===== src/rtl/wb_fb_fetch.sv =====
// Wishbone burst read master feeding a first-word-fall-through FIFO.
// Optional sticky pop-while-empty flag: define FB_FETCH_UNDERFLOW_EN.
module wb_fb_fetch #(
  parameter int BURST_LEN      = 8,
  parameter int FIFO_ADDR_BITS = 4
) (
  input  logic        clk,
  input  logic        rst,
  input  logic        start,
  input  logic [29:0] base_addr,
  input  logic [15:0] word_cnt,
  output logic        busy,
  output logic        done,
  input  logic        pop,
  output logic [31:0] data_o,
  output logic        empty,
  output logic        underflow,
  output logic        wbm_cyc_o,
  output logic        wbm_stb_o,
  output logic        wbm_we_o,
  output logic [29:0] wbm_addr_o,
  output logic [2:0]  wbm_cti_o,
  output logic [1:0]  wbm_bte_o,
  output logic [3:0]  wbm_sel_o,
  input  logic [31:0] wbm_data_i,
  input  logic        wbm_ack_i
);
  localparam int DEPTH = 1 << FIFO_ADDR_BITS;

  typedef enum logic [1:0] {S_IDLE, S_WAIT, S_BURST} state_t;

  state_t                    r_state;
  logic [29:0]               r_addr;
  logic [15:0]               r_rem;
  logic [15:0]               r_beat;
  logic                      r_busy;
  logic                      r_done;
  logic                      r_cyc;
  logic [2:0]                r_cti;
  logic [31:0]               r_mem [DEPTH];
  logic [FIFO_ADDR_BITS-1:0] r_wr;
  logic [FIFO_ADDR_BITS-1:0] r_rd;
  logic [FIFO_ADDR_BITS:0]   r_cnt;

  logic                      w_push;
  logic                      w_pop;
  logic [15:0]               w_len;
  logic [FIFO_ADDR_BITS:0]   w_free;
  logic                      w_fits;

  assign w_push = (r_state == S_BURST) && wbm_ack_i;
  assign w_pop  = pop && (r_cnt != '0);
  assign w_len  = (r_rem < 16'(BURST_LEN)) ? r_rem : 16'(BURST_LEN);
  assign w_free = (FIFO_ADDR_BITS+1)'(DEPTH) - r_cnt;
  // Free space is checked against live occupancy; pops during a burst only add room.
  assign w_fits = 16'(w_free) >= w_len;

  always_ff @(posedge clk or posedge rst) begin
    if (rst) begin
      r_state <= S_IDLE;
      r_addr  <= '0;
      r_rem   <= '0;
      r_beat  <= '0;
      r_busy  <= 1'b0;
      r_done  <= 1'b0;
      r_cyc   <= 1'b0;
      r_cti   <= 3'b000;
    end else begin
      r_done <= 1'b0;
      unique case (r_state)
        S_IDLE: if (start) begin
          r_addr  <= base_addr;
          r_rem   <= word_cnt;
          r_busy  <= 1'b1;
          r_state <= S_WAIT;
        end
        S_WAIT: if (r_rem == 16'd0) begin
          r_done  <= 1'b1;
          r_busy  <= 1'b0;
          r_state <= S_IDLE;
        end else if (w_fits) begin
          r_beat  <= w_len;
          r_cyc   <= 1'b1;
          r_cti   <= (w_len == 16'd1) ? 3'b111 : 3'b010;
          r_state <= S_BURST;
        end
        S_BURST: if (wbm_ack_i) begin
          r_addr <= r_addr + 1'b1;
          r_rem  <= r_rem - 1'b1;
          r_beat <= r_beat - 1'b1;
          if (r_beat == 16'd1) begin
            r_cyc   <= 1'b0;
            r_cti   <= 3'b000;
            r_state <= S_WAIT;
          end else begin
            r_cti <= (r_beat == 16'd2) ? 3'b111 : 3'b010;
          end
        end
        default: r_state <= S_IDLE;
      endcase
    end
  end

  always_ff @(posedge clk) begin
    if (w_push) r_mem[r_wr] <= wbm_data_i;
  end

  always_ff @(posedge clk or posedge rst) begin
    if (rst) begin
      r_wr  <= '0;
      r_rd  <= '0;
      r_cnt <= '0;
    end else begin
      if (w_push) r_wr <= r_wr + 1'b1;
      if (w_pop)  r_rd <= r_rd + 1'b1;
      unique case ({w_push, w_pop})
        2'b10:   r_cnt <= r_cnt + 1'b1;
        2'b01:   r_cnt <= r_cnt - 1'b1;
        default: ;
      endcase
    end
  end

`ifdef FB_FETCH_UNDERFLOW_EN
  logic r_unf;
  always_ff @(posedge clk or posedge rst) begin
    if (rst)                       r_unf <= 1'b0;
    else if (pop && r_cnt == '0)   r_unf <= 1'b1;
  end
  assign underflow = r_unf;
`else
  assign underflow = 1'b0;
`endif

  assign busy       = r_busy;
  assign done       = r_done;
  assign data_o     = r_mem[r_rd];
  assign empty      = (r_cnt == '0);
  assign wbm_cyc_o  = r_cyc;
  assign wbm_stb_o  = r_cyc;
  assign wbm_we_o   = 1'b0;
  assign wbm_addr_o = r_addr;
  assign wbm_cti_o  = r_cti;
  assign wbm_bte_o  = 2'b00;
  assign wbm_sel_o  = 4'hF;
endmodule

===== config.mk =====
export PLATFORM = sky130hd
export DESIGN_NAME = wb_fb_fetch
export DESIGN_NICKNAME = d
export VERILOG_FILES = /design/src/rtl/wb_fb_fetch.sv
export SDC_FILE = /design/constraint.sdc
export NUM_CORES = 1
export LEC_CHECK = 0
export BUFFER_PORTS_ARGS = -buffer_cell sky130_fd_sc_hd__buf_2
export CELL_PAD_IN_SITES_DETAIL_PLACEMENT = 2
export CELL_PAD_IN_SITES_GLOBAL_PLACEMENT = 2
export CORE_MARGIN = 1
export CORE_UTILIZATION = 41
export CTS_CLUSTER_SIZE = 25
export DETAILED_ROUTE_END_ITERATION = 8
export PLACE_DENSITY_LB_ADDON = 0.1
export SLEW_MARGIN = 20
export SYNTH_ARGS = -nofsm -noshare
export SYNTH_HDL_FRONTEND = slang
export SYNTH_SLANG_ARGS = --single-unit

===== constraint.sdc =====
create_clock -name clk -period 4.1 [get_ports clk]
set_input_delay 0.41 -clock clk [delete_from_list [all_inputs] [get_ports clk]]
set_output_delay 0.41 -clock clk [all_outputs]
set_load 0.1 [all_outputs]

==> results of run 1 <==
[routing by layer]
| metal | share of wire | wire length [um] |
|---|---|---|
| met5 | 0.0016 | 113 |
| met4 | 0.020 | 1420 |
| met3 | 0.041 | 2950 |
| met2 | 0.52 | 37700 |
| met1 | 0.42 | 30300 |
[state kept, by name, summed over array words and instances, names as in the netlist]
name and cells:
r_beat 16, done 1, wbm_cti_o 2, r_rd 4
r_rem 16, busy 1, wbm_cyc_o 1, r_cnt 5
r_state 2, wbm_addr_o 30, r_mem 512, r_wr 4
[metrics by stage]
stage | hold slack [ps] | worst slack [ps] | instances | instance area [sq um] | utilization
final | 42.1 | 361 | 2450 | 28900 | 0.487
after global routing | 62.7 | 182 | 2450 | 28900 | 0.487
after CTS | 16.8 | 286 | 2449 | 28900 | 0.487
after detailed placement | 506 | 673 | 2326 | 26700 | 0.451
after global placement | 498 | 742 | 2326 | 26700 | 0.451
after floorplan | 458 | 26.0 | 1443 | 24700 | -
[final timing paths]
| path | endpoint | slack [ps] | cells after the start |
|---|---|---|---|
| hold / removal | r_rem[0] | 40 | 3 |
| max in group asynchronous | wbm_addr_o[1] | 2760 | 4 |
| setup reg to reg | r_beat[6] | 670 | 10 |
| hold reg to reg | r_beat[7] | 520 | 1 |
| setup / recovery | data_o[28] | 360 | 6 |
| min in group asynchronous | done | 440 | 3 |
[where the power goes]
part | total (mW) | internal, mW | switching (mW)
combinational | 9.37 | 2.81 | 6.56
clock | 5.88 | 3.35 | 2.53
sequential | 7.95 | 7.03 | 0.922
[kinds of logic (layout without fill, tap and decap cells)]
family,after synthesis,count (layout),share of synthesized area
DFF,594,594,0.707
and+or+nand+nor,275,275,0.0585
muxes,164,164,0.132
AOI/OAI and AO/OA,250,250,0.0666
xor gates and xnor gates,12,12,0.00426
buffers and inverters,117,350,0.0206
other,2,10,0.000305
adders and majority gates,22,22,0.0115
[Yosys cell counts, types with 4 or more instances]
library cell / count / area, sq um
buf_4: 10 / 75.1
nand3_1: 25 / 125
edfxtp_1: 512 / 15400
nor4_1: 7 / 43.8
nor3_1: 28 / 140
mux4_2: 128 / 2880
buf_2: 15 / 75.1
o22a_1: 7 / 61.3
nand2_1: 52 / 195
a31oi_1: 12 / 75.1
or3_1: 5 / 31.3
xnor2_1: 9 / 78.8
o211ai_1: 8 / 60.1
a2bb2oi_1: 4 / 35.0
mux2i_1: 35 / 350
clkbuf_1: 62 / 233
o22ai_1: 9 / 56.3
dfrtp_1: 82 / 2050
nand2b_1: 7 / 43.8
nor2_1: 62 / 233
o31ai_1: 6 / 45.0
o21ai_0: 32 / 160
a22oi_1: 5 / 37.5
inv_1: 21 / 78.8
a21oi_1: 85 / 425
a211oi_1: 37 / 278
a311oi_1: 5 / 43.8
o41ai_1: 5 / 43.8
buf_1: 8 / 30.0
nand4_1: 10 / 62.6
and4_1: 9 / 78.8
and3_1: 11 / 68.8
nor2b_1: 38 / 238
ha_1: 21 / 263
o2bb2ai_1: 5 / 43.8
[layout make-up]
class	count	area (sq um)	share of cell area
well taps	773	967	0.0335
repair buffers	209	1370	0.0475
flip-flops and latches	594	17400	0.604
clock buffers	84	1810	0.0628
inverters	21	80.1	0.00277
clock inverters	36	299	0.0104
multi-input cells	732	6900	0.239
diodes	1	2.50	0.0000867
[worst register-to-register path, stage by stage, from the launching register on]
cell and delay (ps):
dfrtp_1 440, or4_4 590, nor4_2 270, buf_4 220, nand2_1 90, ha_1 320, nand2_1 60, o21ai_0 210
a31oi_2 290, or2_4 420, a221o_2 400
==> key figures, run 1 <==
Logic synthesis
  • Synth cell types: 72
  • Post-Syn Area: roughly 25000 sq um
  • Sequential area share after synthesis: 0.707
  • Primary FF master, synth: edfxtp_1
  • Synth warn: 0
  • Mean post-synth cell area: 17.2 sq um
  • Post-Synthesis Cells: between 1000 and 1500
  • Seq cells post-synth: around 590
  • Synth async-reset ratio: 0.138
  • EDFF count, synth: 512

Clock network
  • Clk_lat worst skew: between 600 and 700 ps
  • CTS sink count: 594
  • Clk buf depth: 3
  • H-tree depth: 3
  • Post-CTS Resized: 0
  • Number of setup buffers added after CTS: 0
  • Root buf cell: clkbuf_16
  • Num CTS Buffers: 67
  • CTS tree: yes
  • CTS Hold Bufs: 3
  • Worst-path clk slew: ~60 ps

STA
  • Crit share post-route: 0.912
  • Max Clock Skew: 21.3 ps
  • Post-layout min period: around 3700 ps
  • Worst Tran Pin Value: approximately 1100 ps
  • Setup TNS Final: 0 ps
  • Max Transition Viols Final: 0
  • Final setup viols: 0
  • Rel. slew slack: 0.246
  • Endpoints failing hold: 0
  • Unrepaired setup endpoints after global routing: no
  • Maximum clock rate: between 200 and 300 MHz

Critical path
  • Worst Path Buf+Inv: 3
  • Worst EP arrival: about 3300 ps
  • Slowest library cell on the worst path: dfrtp_4
  • CP Class: reg2out
  • Crit. End Element: output pin
  • Cell mode on critical path: buf_4
  • Crit path max-delay family: buffers and inverters
  • Worst Path Max Fanout: 44
  • Crit path launch: r_rd[2]
  • Setup crit start kind: flop
  • Crit-path cells: buf_4 > buf_4 > mux4_2 > a211oi_1 > a21oi_1 > buf_2
  • Max incr delay on CP: around 940 ps
  • Reg2reg start: r_rem[4]
  • Critical Path RT: roughly 3700 ps

Drt
  • Detailed Routing Iterations Pass 1: 7
  • Drc violations: 7
  • Drt wl/cell: about 30 um
  • Initial DRC count: roughly 830
  • Routed vias: approximately 14000
  • WL final: ~72000 um
  • Via density: 5.82
  • Post-route ant nets: 0

Pwr
  • Design Power: about 23 mW
  • Peak VDD IR: ~0.57 mV
  • Pwr Density: approximately 800 nW/um^2
  • Leakage: 9.75 nW

Hold path
  • Hold crit path type: in2reg
  • Hold_sp: word_cnt[0]

Floorplanning
  • Ports: about 160
  • Die height: 247 um
  • Starting Density: 0.416
  • Core box area: 59200 sq um
  • Row count: 89
  • DIE WIDTH: around 250 um
  • Die ar.: 61100 sq um

Final layout
  • Layout cell share with drive strength beyond 1: 0.282
  • Fin nets: between 1500 and 2000
  • Most common cell after layout, fill and taps aside: edfxtp_1
  • Area Growth Syn to Fin: 17.1%
  • Most frequent cells in the layout: edfxtp_1 (512), buf_2 (152), mux4_2 (128)
  • # fillers: 5491

Placed design
  • IO buf count: 152
  • Routability congestion estimate: ~0.78
  • Hpwl dp: 43200 um

Global route
  • Met1 GRT Util: 0.312
  • Initial antenna violation count: 9
  • Vias in the first global route: around 16000
  • Largest net degree at the start of global routing: 56
  • Global routing usage on met3: 0.0442
  • Total global-route track usage: 0.245
  • Routing usage on met2: 0.427
  • GRT overflow: 0
  • GR peak layer: met2
  • First-pass GRT wire length: approximately 110000 um

Flow run
  • Number of max-cap violations: 0

Run status
  • Status: complete, but fails checks
  • Failing checks: DRC
Power figures use the tool's default switching activity.
==> run 2: changes to the inputs <==
--- a/config.mk
+++ b/config.mk
@@ -13,6 +13,7 @@
 export CTS_CLUSTER_SIZE = 25
 export DETAILED_ROUTE_END_ITERATION = 8
 export PLACE_DENSITY_LB_ADDON = 0.1
+export RECOVER_POWER = 100
 export SLEW_MARGIN = 20
 export SYNTH_ARGS = -nofsm -noshare
 export SYNTH_HDL_FRONTEND = slang
==> key figures, run 2 (synthesized netlist as in run 1, its figures left out) <==
Drt
  • Drt wl/cell: 29.6 um (about the same)
  • Detailed Routing Iterations Pass 1: 7 (unchanged)
  • Routed vias: 14300 (+0.014%)
  • WL final: 72500 um (about the same)
  • Post-route ant nets: 0 (unchanged)
  • Drc violations: 7 (unchanged)
  • Initial DRC count: 954 (+16%)
  • Via density: 5.82 (about the same)

Critical path
  • CP Class: reg2out
  • Crit. End Element: output pin
  • Reg2reg start: r_state[1]
  • Critical Path RT: 3690 ps (about the same)
  • Worst EP arrival: 3440 ps (+110 ps)
  • Worst Path Max Fanout: 44 (unchanged)
  • FF-to-FF setup slack: 430 ps (-240 ps)
  • Worst Reg2Reg Path Length in Cells: 6 (-4)
  • Setup crit start kind: flop
  • Crit path to: data_o[6]
  • Crit path launch: r_rd[2]
  • Reg2Reg Capture Point: r_mem[2][5]

STA
  • Endpoints failing hold: 0 (unchanged)
  • Maximum clock rate: 260 MHz (-2.8%)
  • Post-layout min period: 3850 ps (+106 ps)
  • Final setup viols: 0 (unchanged)
  • Worst hold slack: 41.1 ps (-1.06 ps)
  • Worst Tran Pin Value: 2140 ps (+1010 ps)
  • Rel. slew slack: -0.428 (-0.674)
  • Unrepaired setup endpoints after global routing: no
  • Max Transition Viols Final: 273 (+273)
  • Setup TNS Final: 0 ps (unchanged)
  • Max Clock Skew: 22.1 ps (+0.718 ps)
  • Crit share post-route: 0.938 (+0.0258)

Pwr
  • Switch share: 0.431 (about the same)
  • Comb pwr share: 0.401 (-0.003)
  • NetSw: 9.95 mW (-0.60%)
  • Pwr Density: 808 nW/um^2 (+0.50%)
  • Sequential share of power: 0.344 (about the same)
  • Peak VDD IR: 0.558 mV (-2.5%)
  • Leakage: 9.50 nW (-2.5%)
  • Clock power frac: 0.255 (about the same)
  • P_int: 13.1 mW (-0.54%)

Clock network
  • CTS tree: yes
  • CTS sink count: 594 (unchanged)
  • Worst-path clk slew: 60 ps (about the same)
  • Root buf cell: clkbuf_16
  • Clk_lat worst skew: 620 ps (about the same)
  • Num CTS Buffers: 67 (unchanged)
  • Clk buf depth: 3 (unchanged)
  • H-tree depth: 3 (unchanged)

Floorplanning
  • Core box area: 59200 sq um (unchanged)
  • Row count: 89 (unchanged)
  • Die ar.: 61100 sq um (unchanged)
  • DIE WIDTH: 247 um (unchanged)
  • Starting Density: 0.416 (unchanged)
  • Ports: 161 (unchanged)
  • Die height: 247 um (unchanged)

Global route
  • GRT overflow: 0 (unchanged)
  • First-pass GRT wire length: 107000 um (unchanged)
  • Initial antenna violation count: 9 (unchanged)
  • Largest net degree at the start of global routing: 56 (unchanged)
  • Total global-route track usage: 0.245 (unchanged)
  • Vias in the first global route: 16000 (unchanged)

Final layout
  • Largest register FFs: 512 (unchanged)
  • Most frequent cells in the layout: edfxtp_1 (512), mux4_2 (128), clkbuf_1 (92)
  • Layout Cells excl Fill: 2450 (unchanged)
  • Most common cell after layout, fill and taps aside: edfxtp_1
  • Top reg by flops: r_mem
  • Fin nets: 1730 (unchanged)
  • Layout cell share with drive strength beyond 1: 0.224 (-0.0579)
  • Area Growth Syn to Fin: 15.9%
  • # fillers: 5562 (+1.3%)
  • Multi-input gate area: 6750 sq um (-2.1%)
  • FF/Latch Area: 17400 sq um (unchanged)

Placed design
  • Hpwl dp: 43200 um (unchanged)
  • Inst Count DP: 2326 (unchanged)
  • IO buf count: 152 (unchanged)
  • Routability congestion estimate: 0.784 (unchanged)

Hold path
  • Hold crit path type: in2reg

Flow run
  • Number of max-cap violations: 16 (+16)

Run status
  • Status: complete, but fails checks
  • Failing checks: DRC, capacitance limit, slew limit
-- run 2: cell count changes in the layout (fill, tap and decap cells not counted), sizes merged --
cell and change:
buf -109, clkbuf +109, clkinv -1, clkinvlp +1
-- run 2: power groups by stage --
stage | clock network, mW | registers (mW) | logic (mW)
finish | 5.88 | 7.94 | 9.25
global route | 6.20 | 8.03 | 9.84
CTS | 6.01 | 7.95 | 9.51
detailed placement | 0 | 8.06 | 9.41
global placement | 0 | 8.02 | 9.18
floorplan | 0 | 8.59 | 6.60
-- run 2: layout make-up --
class / instances / area share
clock inverters: 36 / 0.0105
diodes: 1 / 0.0000876
inverters: 21 / 0.00280
clock buffers: 84 / 0.0635
multi-input cells: 732 / 0.236
well taps: 773 / 0.0339
flip-flops and latches: 594 / 0.611
repair buffers: 209 / 0.0424
-- run 2: worst min-delay path by stage --
stage | start | to | slack, ps | cells past startpoint
floorplan | r_beat[7] | r_beat[7] | 460 | 1
global placement | r_rem[12] | r_rem[12] | 500 | 1
detailed placement | r_beat[7] | r_beat[7] | 510 | 1
CTS | word_cnt[0] | r_rem[0] | 20 | 3
global route | word_cnt[0] | r_rem[0] | 60 | 3
finish | word_cnt[0] | r_rem[0] | 40 | 3
-- run 2: metrics by stage --
step | total power, mW | worst slack [ps] | area (sq um) | util
3_5_place_dp | 17.5 | 673 | 26700 | 0.451
6_report | 23.1 | 255 | 28600 | 0.482
2_1_floorplan | 15.2 | 26.0 | 24700 | -
3_3_place_gp | 17.2 | 742 | 26700 | 0.451
5_1_grt | 24.1 | 106 | 28600 | 0.482
4_1_cts | 23.5 | 286 | 28900 | 0.487
-- run 2: worst max-delay path, stage by stage, from the launching register on --
cell,delay (ps)
dfrtp_4,940
clkbuf_2,640
mux4_2,400
nor2b_1,140
a211oi_1,210
a21oi_1,70
clkbuf_2,380
-- run 2: what timing repair did --
item	CTS	global route
hold buffers	3	0
gates resized for setup	0	0
setup buffers	0	0
hold endpoints to repair	37	0
-- run 2: per-layer routing --
layer  global-route usage  wire [um]  up-vias
li1                     -          -     6167
met2                0.427      37700      353
met3               0.0442       3300      111
met5                    0        113        -
met4               0.0691       1390       16
met1                0.312      30000     7603
==> run 3: changes to the inputs <==
--- a/config.mk
+++ b/config.mk
@@ -6,10 +6,10 @@
 export NUM_CORES = 1
 export LEC_CHECK = 0
 export BUFFER_PORTS_ARGS = -buffer_cell sky130_fd_sc_hd__buf_2
-export CELL_PAD_IN_SITES_DETAIL_PLACEMENT = 2
+export CELL_PAD_IN_SITES_DETAIL_PLACEMENT = 1
 export CELL_PAD_IN_SITES_GLOBAL_PLACEMENT = 2
 export CORE_MARGIN = 1
-export CORE_UTILIZATION = 41
+export CORE_UTILIZATION = 25
 export CTS_CLUSTER_SIZE = 25
 export DETAILED_ROUTE_END_ITERATION = 8
 export PLACE_DENSITY_LB_ADDON = 0.1
==> key figures, run 3 (synthesized netlist as in run 1, its figures left out) <==
Critical path
  • Reg2Reg Capture Point: r_beat[12]
  • CP Class: reg2out
  • Reg2reg start: r_rem[4]
  • Crit path to: data_o[16]
  • FF-to-FF setup slack: 460 ps (+30 ps)
  • Crit path launch: r_rd[0]
  • Critical Path RT: 3690 ps (about the same)
  • Worst EP arrival: 3240 ps (-200 ps)
  • Crit. End Element: output pin
  • Worst Path Max Fanout: 19 (-57%)
  • Setup crit start kind: flop
  • Worst Reg2Reg Path Length in Cells: 10 (+4)

STA
  • Max Transition Viols Final: 142 (-48%)
  • Worst hold slack: 50.9 ps (+9.78 ps)
  • Maximum clock rate: 274 MHz (+5.4%)
  • Setup TNS Final: 0 ps (unchanged)
  • Endpoints failing hold: 0 (unchanged)
  • Post-layout min period: 3650 ps (-198 ps)
  • Max Clock Skew: 24.6 ps (+2.52 ps)
  • Unrepaired setup endpoints after global routing: no
  • Rel. slew slack: -1.21 (-0.783)
  • Worst Tran Pin Value: 3300 ps (+1160 ps)
  • Final WS setup: 453 ps (+198 ps)
  • Crit share post-route: 0.890 (-0.0482)
  • Final setup viols: 0 (unchanged)

Final layout
  • ANT cells: 0 (-1)
  • Layout cell share with drive strength beyond 1: 0.238 (+0.0138)
  • Most frequent cells in the layout: edfxtp_1 (512), mux4_2 (128), clkbuf_1 (89)
  • Area Growth Syn to Fin: 19.6%
  • Layout Cells excl Fill: 2964 (+21%)
  • Most common cell after layout, fill and taps aside: edfxtp_1
  • Largest register FFs: 512 (unchanged)
  • Top reg by flops: r_mem
  • Fin nets: 1733 (+0.17%)

Clock network
  • Post-CTS Resized: 0 (unchanged)
  • Number of setup buffers added after CTS: 0 (unchanged)
  • CTS tree: yes
  • H-tree depth: 3 (unchanged)
  • Root buf cell: clkbuf_16
  • Num CTS Buffers: 74 (+10%)
  • Clk_lat worst skew: 620 ps (about the same)
  • Clk buf depth: 3 (unchanged)
  • Worst-path clk slew: 60 ps (about the same)
  • CTS sink count: 594 (unchanged)
  • CTS Hold Bufs: 0 (-3)

Floorplanning
  • Ports: 161 (unchanged)
  • Die ar.: 99900 sq um (+63%)
  • Starting Density: 0.254 (-0.162)
  • DIE WIDTH: 316 um (+28%)
  • Row count: 114 (+28%)
  • Die height: 316 um (+28%)
  • Core box area: 97100 sq um (+64%)

Hold path
  • Hold_sp: base_addr[0]
  • Hold crit path type: in2reg

Pwr
  • Leakage: 9.63 nW (+1.4%)
  • Peak VDD IR: 0.441 mV (-21%)
  • Comb pwr share: 0.389 (-0.012)
  • NetSw: 10.0 mW (+0.65%)
  • Sequential share of power: 0.337 (-0.007)
  • Clock power frac: 0.273 (+0.018)
  • P_int: 13.6 mW (+3.8%)
  • Switch share: 0.424 (-0.00761)
  • Pwr Density: 802 nW/um^2 (-0.72%)

Drt
  • Post-route ant nets: 0 (unchanged)
  • Via density: 4.69 (-19%)
  • Routed vias: 13900 (-2.4%)
  • Detailed Routing Iterations Pass 1: 4 (-3)
  • Drc violations: 0 (-7)
  • WL final: 73100 um (+0.83%)
  • Initial DRC count: 759 (-20%)
  • Drt wl/cell: 24.6 um (-17%)

Placed design
  • Inst Count DP: 2828 (+22%)
  • Hpwl dp: 43300 um (+0.14%)
  • DP Worst Slack: 721 ps (+48.9 ps)
  • IO buf count: 152 (unchanged)
  • Routability congestion estimate: 0.716 (-8.7%)

Run status
  • Status: complete, but fails checks
  • Failing checks: capacitance limit, slew limit

Global route
  • Largest net degree at the start of global routing: 64 (+14%)
  • GRT overflow: 0 (unchanged)
  • Initial antenna violation count: 5 (-4)
  • Vias in the first global route: 15400 (-3.9%)
  • Total global-route track usage: 0.149 (-0.0959)
  • First-pass GRT wire length: 108000 um (about the same)

Flow run
  • Number of max-cap violations: 3 (-13)
==> run 3: cell count changes in the layout (fill, tap and decap cells not counted), sizes merged <==
cell         previous run  this run
buf                    97        87
inv                    25        22
clkbuf                193       210
dlygate4sd3             3         0
diode                   1         0
bufinv                  3         6
clkinv                 25        32
clkinvlp                4         5
==> run 3: routing by layer <==
| layer | track usage | wire [um] | vias to the layer above |
|---|---|---|---|
| met5 | 0 | 73 | - |
| met4 | 0.0437 | 1490 | 10 |
| met3 | 0.0273 | 3010 | 89 |
| met2 | 0.252 | 36400 | 252 |
| met1 | 0.194 | 32100 | 7371 |
| li1 | - | - | 6190 |
==> run 3: stage by stage <==
step	cell area (sq um)	power, mW	util
after floorplan	24700	15.2	-
after global placement	27400	17.6	0.282
after detailed placement	27400	17.7	0.282
after CTS	29800	24.3	0.307
after global routing	29500	24.9	0.303
final	29500	23.6	0.303
==> run 3: layout make-up <==
type,instances,area [sq um]
Sequential cell,594,17400
Fill cell,9994,67700
Clock buffer,92,2000
Timing Repair Buffer,205,1110
Clock inverter,44,405
Inverter,21,80.1
Multi-Input combinational cell,732,6840
Tap cell,1276,1600
==> run 3: power by group through the flow <==
stage	logic, mW	clock network, mW	registers [mW]
2_1_floorplan	6.60	0	8.59
3_3_place_gp	9.53	0	8.11
3_5_place_dp	9.55	0	8.12
4_1_cts	9.57	6.69	8.01
5_1_grt	9.91	6.92	8.10
6_report	9.21	6.46	7.97
==> run 3: worst min-delay path by stage <==
stage                           to  cells after the start
finish               wbm_addr_o[0]                      3
CTS                 wbm_addr_o[28]                      2
floorplan                r_beat[7]                      1
global route        wbm_addr_o[29]                      2
detailed placement       r_rem[12]                      1
global placement         r_rem[15]                      1
==> run 3: critical path, cell delays in order, from the launching register on <==
cell      delay, ps
dfrtp_4         710
buf_4           360
buf_4           260
mux4_2          510
mux2i_1         190
a21oi_1         140
clkbuf_2        440
